File: config.mk
export PLATFORM = sky130hd
export DESIGN_NAME = smvm_frame_tx
export DESIGN_NICKNAME = d
export VERILOG_FILES = /design/src/rtl/smvm_frame_tx.sv
export SDC_FILE = /design/constraint.sdc
export NUM_CORES = 1
export LEC_CHECK = 0
export CORE_MARGIN = 1.5
export CORE_UTILIZATION = 25
export DETAILED_ROUTE_END_ITERATION = 16
export GPL_TIMING_DRIVEN = 1
export MAX_ROUTING_LAYER = met4
export PLACE_DENSITY = 0.39
export SYNTH_ARGS = -nofsm -noshare
export SYNTH_HDL_FRONTEND = slang
export SYNTH_SLANG_ARGS = --single-unit
File: constraint.sdc
create_clock -name clk -period 4.1 [get_ports clk]
set_input_delay 0.615 -clock clk [delete_from_list [all_inputs] [get_ports clk]]
set_output_delay 0.615 -clock clk [all_outputs]
set_load 0.01 [all_outputs]
File: src/rtl/smvm_frame_tx.sv
// smvm_frame_tx: streams a header, vector and padded nonzero list to the
// SMVM accelerator byte port, buffering upstream words in a small FIFO so a
// started frame is emitted without gaps, then holds an idle recovery gap.
module smvm_frame_tx #(
  parameter int unsigned K     = 4,
  parameter int unsigned DEPTH = 8,
  parameter int unsigned GAP   = 7,
  parameter int unsigned NNZ_W = 12
) (
  input  logic             clk,
  input  logic             rst_n,
  input  logic             start,
  input  logic [8:0]       rows,
  input  logic [8:0]       cols,
  input  logic [NNZ_W-1:0] nnz,
  output logic             busy,
  output logic             done,
  output logic             err,
  input  logic             s_valid,
  output logic             s_ready,
  input  logic [17:0]      s_data,
  output logic             tx_valid,
  output logic [7:0]       tx_val,
  output logic             tx_ipv
);

  localparam int unsigned AW = (DEPTH > 1) ? $clog2(DEPTH) : 1;
  localparam int unsigned CW = AW + 1;
  localparam int unsigned WW = NNZ_W + 1;
  localparam int unsigned PW = $clog2(K) + 1;

  localparam logic [3:0] S_IDLE    = 4'd0;
  localparam logic [3:0] S_PREFILL = 4'd1;
  localparam logic [3:0] S_HDR_R   = 4'd2;
  localparam logic [3:0] S_HDR_C   = 4'd3;
  localparam logic [3:0] S_VEC     = 4'd4;
  localparam logic [3:0] S_NZ_V    = 4'd5;
  localparam logic [3:0] S_NZ_I    = 4'd6;
  localparam logic [3:0] S_PD_V    = 4'd7;
  localparam logic [3:0] S_PD_I    = 4'd8;
  localparam logic [3:0] S_GAP     = 4'd9;

  logic [3:0]       r_state, w_state_nxt;
  logic [8:0]       r_rows, r_cols;
  logic [NNZ_W-1:0] r_nnz, r_idx, w_idx_nxt;
  logic [PW-1:0]    r_pad, w_pad_in;
  logic [WW-1:0]    r_w, r_acc, w_w_nxt, w_acc_nxt, w_need;
  logic [17:0]      r_mem [DEPTH];
  logic [AW-1:0]    r_wptr, r_rptr;
  logic [CW-1:0]    r_fcnt, w_fcnt_nxt;
  logic [17:0]      w_head;
  logic             w_push, w_pop, w_clr, w_latch, w_empty;
  logic             w_want_vec, w_want_nzv, w_want_end;
  logic             w_tx_valid, w_tx_ipv, w_done, w_err, w_busy, w_s_ready;
  logic [7:0]       w_tx_val;
  logic             r_tx_valid, r_tx_ipv, r_done, r_err, r_busy, r_s_ready;
  logic [7:0]       r_tx_val;

  assign tx_valid = r_tx_valid;
  assign tx_val   = r_tx_val;
  assign tx_ipv   = r_tx_ipv;
  assign done     = r_done;
  assign err      = r_err;
  assign busy     = r_busy;
  assign s_ready  = r_s_ready;

  assign w_push   = s_valid && r_s_ready;
  assign w_empty  = (r_fcnt == '0);
  assign w_head   = r_mem[r_rptr];
  assign w_need   = (r_w < WW'(DEPTH)) ? r_w : WW'(DEPTH);
  assign w_pad_in = PW'((K - (32'(nnz) % K)) % K);

  // Next state and the byte to present on the port during that state
  always_comb begin
    w_state_nxt = r_state;
    w_idx_nxt   = r_idx;
    w_tx_valid  = 1'b0;
    w_tx_val    = '0;
    w_tx_ipv    = 1'b0;
    w_pop       = 1'b0;
    w_clr       = 1'b0;
    w_latch     = 1'b0;
    w_done      = 1'b0;
    w_err       = 1'b0;
    w_want_vec  = 1'b0;
    w_want_nzv  = 1'b0;
    w_want_end  = 1'b0;
    case (r_state)
      S_IDLE: begin
        if (start) begin
          w_latch     = 1'b1;
          w_idx_nxt   = '0;
          w_state_nxt = S_PREFILL;
        end
      end
      S_PREFILL: begin
        if (WW'(r_fcnt) >= w_need) begin
          w_state_nxt = S_HDR_R;
          w_tx_valid  = 1'b1;
          w_tx_val    = r_rows[8:1];
          w_tx_ipv    = r_rows[0];
        end
      end
      S_HDR_R: begin
        w_state_nxt = S_HDR_C;
        w_tx_valid  = 1'b1;
        w_tx_val    = r_cols[8:1];
        w_tx_ipv    = r_cols[0];
        w_idx_nxt   = '0;
      end
      S_HDR_C: begin
        if (r_cols != '0)      w_want_vec = 1'b1;
        else if (r_nnz != '0)  w_want_nzv = 1'b1;
        else                   w_want_end = 1'b1;
      end
      S_VEC: begin
        if (r_idx < NNZ_W'(r_cols)) begin
          w_want_vec = 1'b1;
        end else begin
          w_idx_nxt = '0;
          if (r_nnz != '0) w_want_nzv = 1'b1;
          else             w_want_end = 1'b1;
        end
      end
      S_NZ_V: begin
        w_state_nxt = S_NZ_I;
        w_tx_valid  = 1'b1;
        w_tx_val    = w_head[16:9];
        w_tx_ipv    = w_head[8];
        w_pop       = 1'b1;
        w_idx_nxt   = r_idx + NNZ_W'(1);
      end
      S_NZ_I: begin
        if (r_idx < r_nnz) begin
          w_want_nzv = 1'b1;
        end else if (r_pad != '0) begin
          w_state_nxt = S_PD_V;
          w_tx_valid  = 1'b1;
          w_idx_nxt   = '0;
        end else begin
          w_want_end = 1'b1;
        end
      end
      S_PD_V: begin
        w_state_nxt = S_PD_I;
        w_tx_valid  = 1'b1;
        w_idx_nxt   = r_idx + NNZ_W'(1);
      end
      S_PD_I: begin
        if (r_idx < NNZ_W'(r_pad)) begin
          w_state_nxt = S_PD_V;
          w_tx_valid  = 1'b1;
        end else begin
          w_want_end = 1'b1;
        end
      end
      S_GAP: begin
        if (r_idx == NNZ_W'(GAP - 1)) begin
          w_state_nxt = S_IDLE;
          w_idx_nxt   = '0;
        end else begin
          w_idx_nxt   = r_idx + NNZ_W'(1);
        end
      end
      default: w_state_nxt = S_IDLE;
    endcase
    // A data state with nothing buffered aborts the frame (underrun)
    if (w_want_vec || w_want_nzv) begin
      if (w_empty) begin
        w_state_nxt = S_GAP;
        w_err       = 1'b1;
        w_clr       = 1'b1;
        w_idx_nxt   = '0;
      end else begin
        w_tx_valid = 1'b1;
        w_tx_val   = w_head[7:0];
        w_tx_ipv   = w_want_nzv ? w_head[17] : 1'b0;
        if (w_want_vec) begin
          w_state_nxt = S_VEC;
          w_pop       = 1'b1;
          w_idx_nxt   = r_idx + NNZ_W'(1);
        end else begin
          w_state_nxt = S_NZ_V;
        end
      end
    end
    if (w_want_end) begin
      w_state_nxt = S_GAP;
      w_done      = 1'b1;
      w_idx_nxt   = '0;
    end
  end

  // FIFO occupancy, word budget and upstream ready for the next cycle
  always_comb begin
    w_fcnt_nxt = w_clr ? '0 : (r_fcnt + CW'(w_push) - CW'(w_pop));
    w_w_nxt    = w_latch ? (WW'(cols) + WW'(nnz)) : r_w;
    w_acc_nxt  = (w_clr || w_latch) ? '0 : (r_acc + WW'(w_push));
    w_busy     = (w_state_nxt != S_IDLE);
    w_s_ready  = w_busy && (w_state_nxt != S_GAP) &&
                 (w_fcnt_nxt < CW'(DEPTH)) && (w_acc_nxt < w_w_nxt);
  end

  // FIFO storage, no reset needed since reads are gated by occupancy
  always_ff @(posedge clk) begin
    if (w_push) r_mem[r_wptr] <= s_data;
  end

  // State, frame parameters, FIFO pointers and registered outputs
  always_ff @(posedge clk or negedge rst_n) begin
    if (!rst_n) begin
      r_state    <= S_IDLE;
      r_idx      <= '0;
      r_rows     <= '0;
      r_cols     <= '0;
      r_nnz      <= '0;
      r_pad      <= '0;
      r_w        <= '0;
      r_acc      <= '0;
      r_wptr     <= '0;
      r_rptr     <= '0;
      r_fcnt     <= '0;
      r_tx_valid <= 1'b0;
      r_tx_val   <= '0;
      r_tx_ipv   <= 1'b0;
      r_done     <= 1'b0;
      r_err      <= 1'b0;
      r_busy     <= 1'b0;
      r_s_ready  <= 1'b0;
    end else begin
      r_state <= w_state_nxt;
      r_idx   <= w_idx_nxt;
      if (w_latch) begin
        r_rows <= rows;
        r_cols <= cols;
        r_nnz  <= nnz;
        r_pad  <= w_pad_in;
      end
      r_w    <= w_w_nxt;
      r_acc  <= w_acc_nxt;
      r_fcnt <= w_fcnt_nxt;
      if (w_clr) begin
        r_wptr <= '0;
        r_rptr <= '0;
      end else begin
        if (w_push) r_wptr <= r_wptr + AW'(1);
        if (w_pop)  r_rptr <= r_rptr + AW'(1);
      end
      r_tx_valid <= w_tx_valid;
      r_tx_val   <= w_tx_val;
      r_tx_ipv   <= w_tx_ipv;
      r_done     <= w_done;
      r_err      <= w_err;
      r_busy     <= w_busy;
      r_s_ready  <= w_s_ready;
    end
  end

endmodule

==> impl_results.md, run 1 <==
- Status: completed
- Post-route ant nets: 0
- Chip width: roughly 220 µm
- DP Area: 0.0133 mm²
- Library cells used by synthesis: 67
- Crit Path Class: flip-flop to flip-flop
- Delay-heaviest family, CP: compound AO/OA/AOI/OAI gates
- Largest net degree at the start of global routing: 57
- Drc violations: 0
- H-tree Lvls: 1
- Power per standard cell area: around 720 mW/mm²
- Wirelength per Cell: 19.1 µm
- Worst-margin pin slew: 1.02 ns
- Post-synth EDFFs: about 140
- Latest clock arrival within the worst-skew pair: 0.59 ns
- Hold WC Path Type: input pin to async pin
- Buffers on Ports: 65
- # clock sinks: roughly 240
- Fraction of registers with async set/reset: 40.2%
- Num rows: 78
- Mean Syn Cell Area: around 13 µm²
- Initial antenna violation count: 0
- Commonest cells after routing, fill and taps aside: edfxtp_1 (144), nand2_1 (97), dfrtp_1 (96)
- CTS root buf: clkbuf_16
- Total gr overflow: 0
- Pleak: around 5.6 nW
- Max_slew headroom: approximately a third
- Syn Inst Count: between 800 and 900
- Post-Syn Area: 0.0115 mm²
- Sequential cell area fraction in the yosys report: about 59%
- Crit-path cells: inv_1 > ha_1 > and3_1 > nand3_1 > o31a_2 > a21oi_2 > a31oi_4 > or2_2 > buf_4 > nor2_1 > ha_1 > a21o_1 > a21o_1 > a21oi_1 > nand2_1 > a21oi_1 > o21ai_0 > a211oi_2
- Largest stage delay, worst path: 0.40 ns
- Min cycle time layout: 3.81 ns
- DRT iter0 DRCs: 330
- Setup Viol. Count Final: 0
- Tot GR Track Use: 14.0%
- Max Cap Viol: 0
- P&R area growth vs syn: 24.3%
- Clock transition at path regs: 0.06 ns
- Initial Utilization: 25.3%
- Worst-path fanout max: 5
- Vias: approximately 7400
- Seq cells post-synth: 241
- Fraction of layout cells with a size suffix above 1: 17.4%
- Smallest hold slack: 0.151 ns
- Final wirelength: 31400 µm
- Arrival time at the worst endpoint: about 4.3 ns
- HPWL Detailed: between 20000 and 25000 µm
- Post-synth top area share: 37.8%
- Critical Path Sink Type: flip-flop
- # nets final: around 1100
- Final setup margin: ~0.29 ns
- Post-Syn Nets: 998
- Finished Cell Area: about 0.014 mm²
- Commonest non-fill, non-tap cell in the layout: edfxtp_1
- CP required: 4.56 ns
- Synth top area cells: edfxtp_1 (38%), dfrtp_1 (21%), mux4_2 (7.1%)
- Final core utilization: around a third
- Clock Skew: 0.0453 ns
- Vias/cell: 4.49
- Warnings from Yosys: 0
- Die footprint: 0.0471 mm²
- CTS Buf Count: 28
- Number of global-route vias before repair: 7910
- DP Worst Slack: -0.210 ns
- Top_reg_cell synth: edfxtp_1
- DRT Pass-1 Iters: 4
- Peak supply drop: approximately 0.00037 V
- Core ar.: 0.0453 mm²
- Height of the die: 217 µm
- TNS Setup: 0 ns
- Clock buffer depth: 3
- Top Ports: 66
- Final Hold Vio Count: 0
- Leading area contributor after synthesis: edfxtp_1
- Buf/Inv on CP: 2
- Fmax achieved: 0.262 GHz
- Startpoint class of the critical path: flip-flop
- CTS tree: done
- First-pass GRT wire length: 48500 µm
- CP max-delay cell: o31a_2
- RePlAce Congestion: 0.782
- RSZ-0062 raised after global routing: no
- Slew Viols, Final: 0
- Final worst path period share: 93.0%
cell type report:
cell class / instances / area (µm²)
Sequential cell: 241 / 6750
Tap cell: 600 / 751
Fill cell: 4593 / 31100
Inverter: 47 / 176
Clock buffer: 44 / 801
Multi-Input combinational cell: 569 / 4440
Antenna cell: 1 / 2.50
Timing Repair Buffer: 131 / 1170
Clock inverter: 7 / 138
kinds of logic (layout without fill, tap and decap cells):
kind of cell             after synthesis  in the layout  synth area share [%]
flip-flops                           241            241                  59.0
adder cells (fa/ha/maj)               58             58                  6.47
AO/OA/AOI/OAI                        150            150                  9.00
other                                  0              1                     0
AND/OR/NAND/NOR                      274            274                  11.6
multiplexers                          59             59                  9.13
buffers and inverters                 78            229                  2.68
XOR/XNOR                              28             28                  2.14
power by group:
group	switching, mW	internal (mW)
logic	2.18	1.86
clock network	1.03	1.53
registers	0.502	3.09
routing by layer:
metal  global-route usage (%)  share of wire [%]  up-vias  wire length [µm]
li1                         -                  -     3555                 -
met1                     18.6                 48     3632             15000
met2                     22.3                 46      120             14500
met3                     1.96                3.0       54               939
met4                     4.44                3.2        0              1000
met5                        -                  0        -                 0
synthesized netlist by cell type, drive strengths merged (5+ instances only):
master,n
edfxtp,144
nand2,97
a21o,12
mux2i,19
nand4,6
nor4,6
nand3,19
inv,47
o21ai,39
or2,5
clkbuf,19
nor2b,16
nor2,68
nand2b,11
and3,12
a211oi,19
a21oi,33
mux4,36
or4,5
nor3,15
o21a,7
xnor2,13
xor2,15
buf,12
and2,6
dfrtp,97
a221oi,12
ha,56
through the flow:
step           power [mW]  instances
5_1_grt              10.9       1639
6_report             10.2       1640
3_5_place_dp         7.74       1587
4_1_cts              10.4       1638
2_1_floorplan        6.10        888
3_3_place_gp         7.75       1587
flip-flops by register name (all words and copies together), names as in the netlist:
register / count
r_acc: 13
r_pad: 1
busy: 1
tx_val: 8
s_ready: 1
tx_valid: 1
r_mem: 144
done: 1
r_w: 13
r_rptr: 3
r_fcnt: 4
r_idx: 12
err: 1
r_cols: 9
tx_ipv: 1
r_rows: 9
r_wptr: 3
r_state: 4
r_nnz: 12
worst paths after layout:
| check | end | slack, ns | from | cells after the start |
|---|---|---|---|---|
| setup / recovery | s_ready | 0.29 | r_cols[8] | 18 |
| hold / removal | r_acc[7] | 0.15 | rst_n | 1 |
| setup reg to reg | s_ready | 0.29 | r_cols[8] | 18 |
| hold reg to reg | r_rows[2] | 0.48 | r_rows[2] | 2 |
| max in group asynchronous | tx_val[3] | 3.04 | rst_n | 2 |
| min in group clk | r_rows[2] | 0.48 | r_rows[2] | 2 |
what timing repair did:
action,CTS,global route
endpoints found under the setup margin,0,1
hold buffers,0,0
setup buffers,0,1
resized for setup,0,7
worst register-to-register path: cells and delay by family (launching register included):
| kind | cells | cell delay [ns] |
|---|---|---|
| buf+inv | 2 | 0.25 |
| fa+ha+maj | 2 | 0.58 |
| simple gates | 5 | 0.91 |
| compound gates | 9 | 1.63 |
| flops | 1 | 0.35 |
Note: power is estimated with default switching activity, not from simulation.
==> run 2: changes to the inputs <==
- CELL_PAD_IN_SITES_DETAIL_PLACEMENT: unset -> 0
- CELL_PAD_IN_SITES_GLOBAL_PLACEMENT: unset -> 1
- PLACE_DENSITY: 0.39 -> 0.46
==> impl_results.md, run 2 (synthesis results as in run 1) <==
- Initial antenna violation count: 0
- CP max-delay cell: o31a_2
- Part of the power in the clock network: approximately 25%
- Min cycle time layout: roughly 4 ns
- RSZ-0062 raised after global routing: no
- RePlAce Congestion: 0.746
- Vias: 7331
- Biggest regs: r_mem x144, r_acc x13, r_w x13
- Commonest non-fill, non-tap cell in the layout: edfxtp_1
- P&R area growth vs syn: 24.1%
- Clock Skew: approximately 0.044 ns
- Worst-path fanout max: 4
- Buffers on Ports: 65
- Reg2Reg Launch Point: r_cols[8]
- Total power: between 10 and 15 mW
- Critical Path Sink Type: flip-flop
- DRT iter0 DRCs: 396
- Tot GR Track Use: 14.0%
- Pint: 6.42 mW
- Buf/Inv on CP: 1
- Fmax achieved: 0.254 GHz
- Setup Viol. Count Final: 0
- FF-to-FF path depth: 18
- Sw Share: 36.8%
- CTS root buf: clkbuf_16
- Height of the die: 217 µm
- Final Hold Vio Count: 0
- DP Worst Slack: -0.367 ns
- CP required: around 4.6 ns
- Fraction of layout cells with a size suffix above 1: 17.2%
- Arrival time at the worst endpoint: 4.42 ns
- CTS Buf Count: 30
- Latest clock arrival within the worst-skew pair: 0.60 ns
- Finished Cell Area: 0.0142 mm²
- Final setup margin: 0.159 ns
- Max reg flops: 144
- Final wirelength: 31800 µm
- Crit-path cells: inv_1 > ha_1 > and3_1 > nand3_1 > o31a_2 > a21oi_2 > a31oi_4 > or2_2 > nor2_1 > ha_1 > a21o_1 > a21oi_1 > nor2b_1 > o21ai_0 > nand2b_1 > a211oi_1 > o21ai_0 > a211oi_2
- Worst-margin pin slew: 0.943 ns
- Max Cap Viol: 0
- DP Area: ~0.013 mm²
- CTS tree: done
- Top Ports: 66
- Reg power frac: 34.9%
- # Post-CTS Setup Buffers: 0
- Commonest cells after routing, fill and taps aside: edfxtp_1 (144), nand2_1 (97), dfrtp_1 (95)
- Status: completed
- Core ar.: 0.0453 mm²
- Hold WC Path Type: input pin to async pin
- Startpoint class of the critical path: flip-flop
- Number of antenna cells inserted: 0
- Slew Viols, Final: 0
- Peak supply drop: 0.000334 V
- Pleak: 5.63 nW
- Largest stage delay, worst path: 0.40 ns
- First-pass GRT wire length: 48200 µm
- Sw Pwr: 3.74 mW
- Drc violations: 0
- Crit Path Class: flip-flop to flip-flop
- H-tree Lvls: 1
- # nets final: approximately 1100
- Total gr overflow: 0
- Post-route ant nets: 0
- Final worst path period share: 96.1%
- # clock sinks: 241
- Die footprint: 0.0471 mm²
- Number of global-route vias before repair: 7784
- Biggest register: r_mem
- Clock transition at path regs: 0.06 ns
- Crit. path cell count: 18
- Vias/cell: 4.47
- DRT Pass-1 Iters: 6
- Worst R2R Setup Slack: about 0.16 ns
- Largest net degree at the start of global routing: 67
- Cts hold-fix bufs: 0
- Num rows: 78
- Initial Utilization: 25.3%
- Max_slew headroom: between 30% and 40%
- FF-to-FF End: s_ready
- Delay-heaviest family, CP: compound AO/OA/AOI/OAI gates
- HPWL Detailed: about 22000 µm
- Chip width: 217 µm
- Combinational Power Share: 39.9%
- Wirelength per Cell: 19.4 µm
- Clock buffer depth: 3
- Power per standard cell area: 715 mW/mm²
## run 2: cell types whose count changed in the layout (fill, tap and decap cells not counted), moves of 2 or more
cell / before / now
clkbuf_1: 12 / 7
clkbuf_16: 28 / 30
clkbuf_8: 4 / 2
clkinv_1: 0 / 5
clkinv_2: 2 / 4
clkinv_4: 0 / 2
## run 2: how the worst max path moves through the flow
stage	start	endpoint	slack (ns)
finish	r_cols[8]	s_ready	0.16
global route	r_cols[8]	s_ready	0.005
CTS	r_w[7]	s_ready	0.13
detailed placement	cols[0]	s_ready	-0.37
global placement	cols[0]	s_ready	-0.37
floorplan	r_idx[8]	s_ready	0.18
## run 2: per-stage QoR
step                      TNS [ns]  std cells  hold WS, ns  utilization, %
after CTS                        0       1640        0.217            31.4
after global routing             0       1640        0.247            31.4
after global placement      -0.366       1587        0.466            29.3
after detailed placement    -0.367       1587        0.465            29.3
final                            0       1640        0.174            31.4
after floorplan                  0        888        0.319               -
## run 2: cell type report
cell class	instances	area, µm²
clock buffer	39	805
clock inverter	14	146
fill	4621	31100
inverter	47	176
multi-input combinational	569	4420
sequential	241	6750
tap	600	751
timing repair buffer	130	1150
## run 2: worst register-to-register path, cell delays in order, from the launching register on
cell,delay [ns]
dfrtp_1,0.39
inv_1,0.09
ha_1,0.32
and3_1,0.20
nand3_1,0.13
o31a_2,0.40
a21oi_2,0.21
a31oi_4,0.12
or2_2,0.36
nor2_1,0.19
ha_1,0.27
a21o_1,0.18
a21oi_1,0.15
nor2b_1,0.06
o21ai_0,0.15
nand2b_1,0.08
a211oi_1,0.24
o21ai_0,0.16
a211oi_2,0.16
## run 2: timing repair
item	4_1_cts	5_1_grt
setup endpoints to repair	0	1
gates resized for setup	0	5
hold endpoints to repair	0	0
## run 2: power by group through the flow
stage,clock (mW),combinational [mW],sequential [mW]
finish,2.56,4.06,3.55
global route,2.74,4.55,3.62
CTS,2.65,4.16,3.56
detailed placement,0,4.13,3.60
global placement,0,4.14,3.61
floorplan,0,2.72,3.38
## run 2: routing by layer
layer / up-vias / global-route usage, % / part of all wire (%)
met5: - / - / 0
met4: 0 / 2.85 / 1.6
met3: 33 / 2.10 / 3.0
met2: 92 / 23.4 / 49
met1: 3645 / 18.2 / 47
li1: 3561 / - / -
==> run 3: changes to the inputs <==
- PLACE_DENSITY: 0.46 -> 0.44
- clock period: 4.1 -> 4.8 ns (I/O delays scaled with it)
==> impl_results.md, run 3 (synthesis results as in run 1) <==
- Initial antenna violation count: 0
- Number of antenna cells inserted: 0
- Commonest cells after routing, fill and taps aside: edfxtp_1 (144), nand2_1 (97), dfrtp_1 (96)
- Tot GR Track Use: 14.4%
- Clock transition at path regs: ~0.060 ns
- Vias/cell: 4.53
- DRT Pass-1 Iters: 5
- Arrival time at the worst endpoint: 4.70 ns
- CTS tree: done
- First-pass GRT wire length: approximately 49000 µm
- Largest net degree at the start of global routing: 47
- Number of global-route vias before repair: 7703
- Status: completed
- H-tree Lvls: 1
- Chip width: about 220 µm
- Fmax achieved: 0.238 GHz
- Height of the die: 217 µm
- Min cycle time layout: 4.21 ns
- TNS Setup: 0 ns
- Cts hold-fix bufs: 0
- Crit. path cell count: 17
- Vias: 7265
- Max reg flops: 144
- Top Ports: between 60 and 70
- Fraction of layout cells with a size suffix above 1: 14.1%
- CP max-delay cell: a311oi_1
- Smallest hold slack: 0.161 ns
- Peak supply drop: 0.000334 V
- Final wirelength: 32300 µm
- Num rows: 78
- Crit-path cells: ha_1 > a211oi_1 > nand2_1 > a311oi_1 > a21oi_1 > a31oi_4 > or2_2 > nor2_1 > ha_1 > a21o_1 > a21oi_1 > nor2b_1 > o21ai_0 > nand2b_1 > a211oi_1 > o21ai_0 > a211oi_2
- Hold WC Path Type: input pin to async pin
- Final Hold Vio Count: 0
- Worst-margin pin slew: 0.900 ns
- Buffers on Ports: 65
- # Post-CTS Setup Buffers: 0
- Clock Skew: 0.0100 ns
- P&R area growth vs syn: 21.5%
- RSZ-0062 raised after global routing: no
- FILL cells: 4647
- Final worst path period share: 87.7%
- Critical path origin: r_idx[10]
- RePlAce Congestion: 0.726
- Clock buffer depth: 3
- Reg2Reg Launch Point: r_idx[10]
- Wirelength per Cell: 20.1 µm
- Drc violations: 0
- Core ar.: between 0.04 and 0.05 mm²
- CP required: 5.29 ns
- Final core utilization: a little under a third
- Largest stage delay, worst path: between 0.4 and 0.5 ns
- Startpoint class of the critical path: flip-flop
- FF-to-FF path depth: 17
- Delay-heaviest family, CP: compound AO/OA/AOI/OAI gates
- Latest clock arrival within the worst-skew pair: 0.58 ns
- Crit Path Class: flip-flop to flip-flop
- Biggest register: r_mem
- Commonest non-fill, non-tap cell in the layout: edfxtp_1
- Post-CTS sizing: 0
- CTS Buf Count: 29
- Max_slew headroom: 40.0%
- Initial Utilization: 25.3%
- Total power: 8.59 mW
- CTS root buf: clkbuf_16
- Critical Path Sink Type: flip-flop
- HPWL Detailed: 22200 µm
- Die footprint: around 0.047 mm²
- # nets final: 1089
- Pleak: 5.44 nW
- Biggest regs: r_mem x144, r_acc x13, r_w x13
- DRT iter0 DRCs: approximately 340
- Total gr overflow: 0
- Worst-path fanout max: 13
- Post-route ant nets: 0
- Setup Viol. Count Final: 0
- Slew Viols, Final: 0
- Power per standard cell area: 617 mW/mm²
- Buf/Inv on CP: 0
- # clock sinks: ~240
- Max Cap Viol: 0
-- run 3: changes by cell type in the layout (fill, tap and decap cells not counted), sizes merged --
cell,previous run,this run
buf,66,27
bufinv,2,4
clkbuf,39,38
clkdlybuf4s50,63,64
clkinv,12,9
clkinvlp,0,2
dlymetal6s2s,1,0
inv,47,48
-- run 3: where the power goes --
group / leakage [nW] / internal, mW / switching [mW]
registers: 2.53 / 2.64 / 0.433
logic: 2.44 / 1.41 / 1.84
clock network: 0.475 / 1.36 / 0.908
total: 5.44 / 5.40 / 3.18
-- run 3: per-stage QoR --
step / setup WS (ns) / area (µm²) / std cells
final: 0.592 / 13900 / 1602
after global routing: 0.174 / 13900 / 1602
after CTS: 0.521 / 13900 / 1602
after detailed placement: 0.239 / 12900 / 1548
after global placement: 0.264 / 12900 / 1548
after floorplan: 0.885 / 11500 / 888
-- run 3: layout make-up --
cell class	count	area [µm²]	share of cell area, %
Sequential cell	241	6750	48.5
Multi-Input combinational cell	569	4420	31.8
Timing Repair Buffer	91	843	6.06
Clock buffer	38	779	5.60
Tap cell	600	751	5.39
Clock inverter	16	196	1.41
Inverter	47	176	1.27
-- run 3: path summary, 6_finish.rpt --
kind	slack, ns	end
worst min-delay path	0.16	r_w[6]
worst min register to register	0.48	r_rows[4]
max in group asynchronous	3.67	r_idx[2]
worst max register to register	0.59	s_ready
min in group clk	0.48	r_rows[4]
worst max-delay path	0.59	s_ready
-- run 3: layer usage --
layer / up-vias / GRT usage (%) / wire [µm]
li1: 3480 / - / -
met5: - / - / 0
met1: 3633 / 18.8 / 15000
met2: 111 / 23.7 / 15600
met4: 0 / 3.24 / 623
met3: 41 / 2.03 / 1060
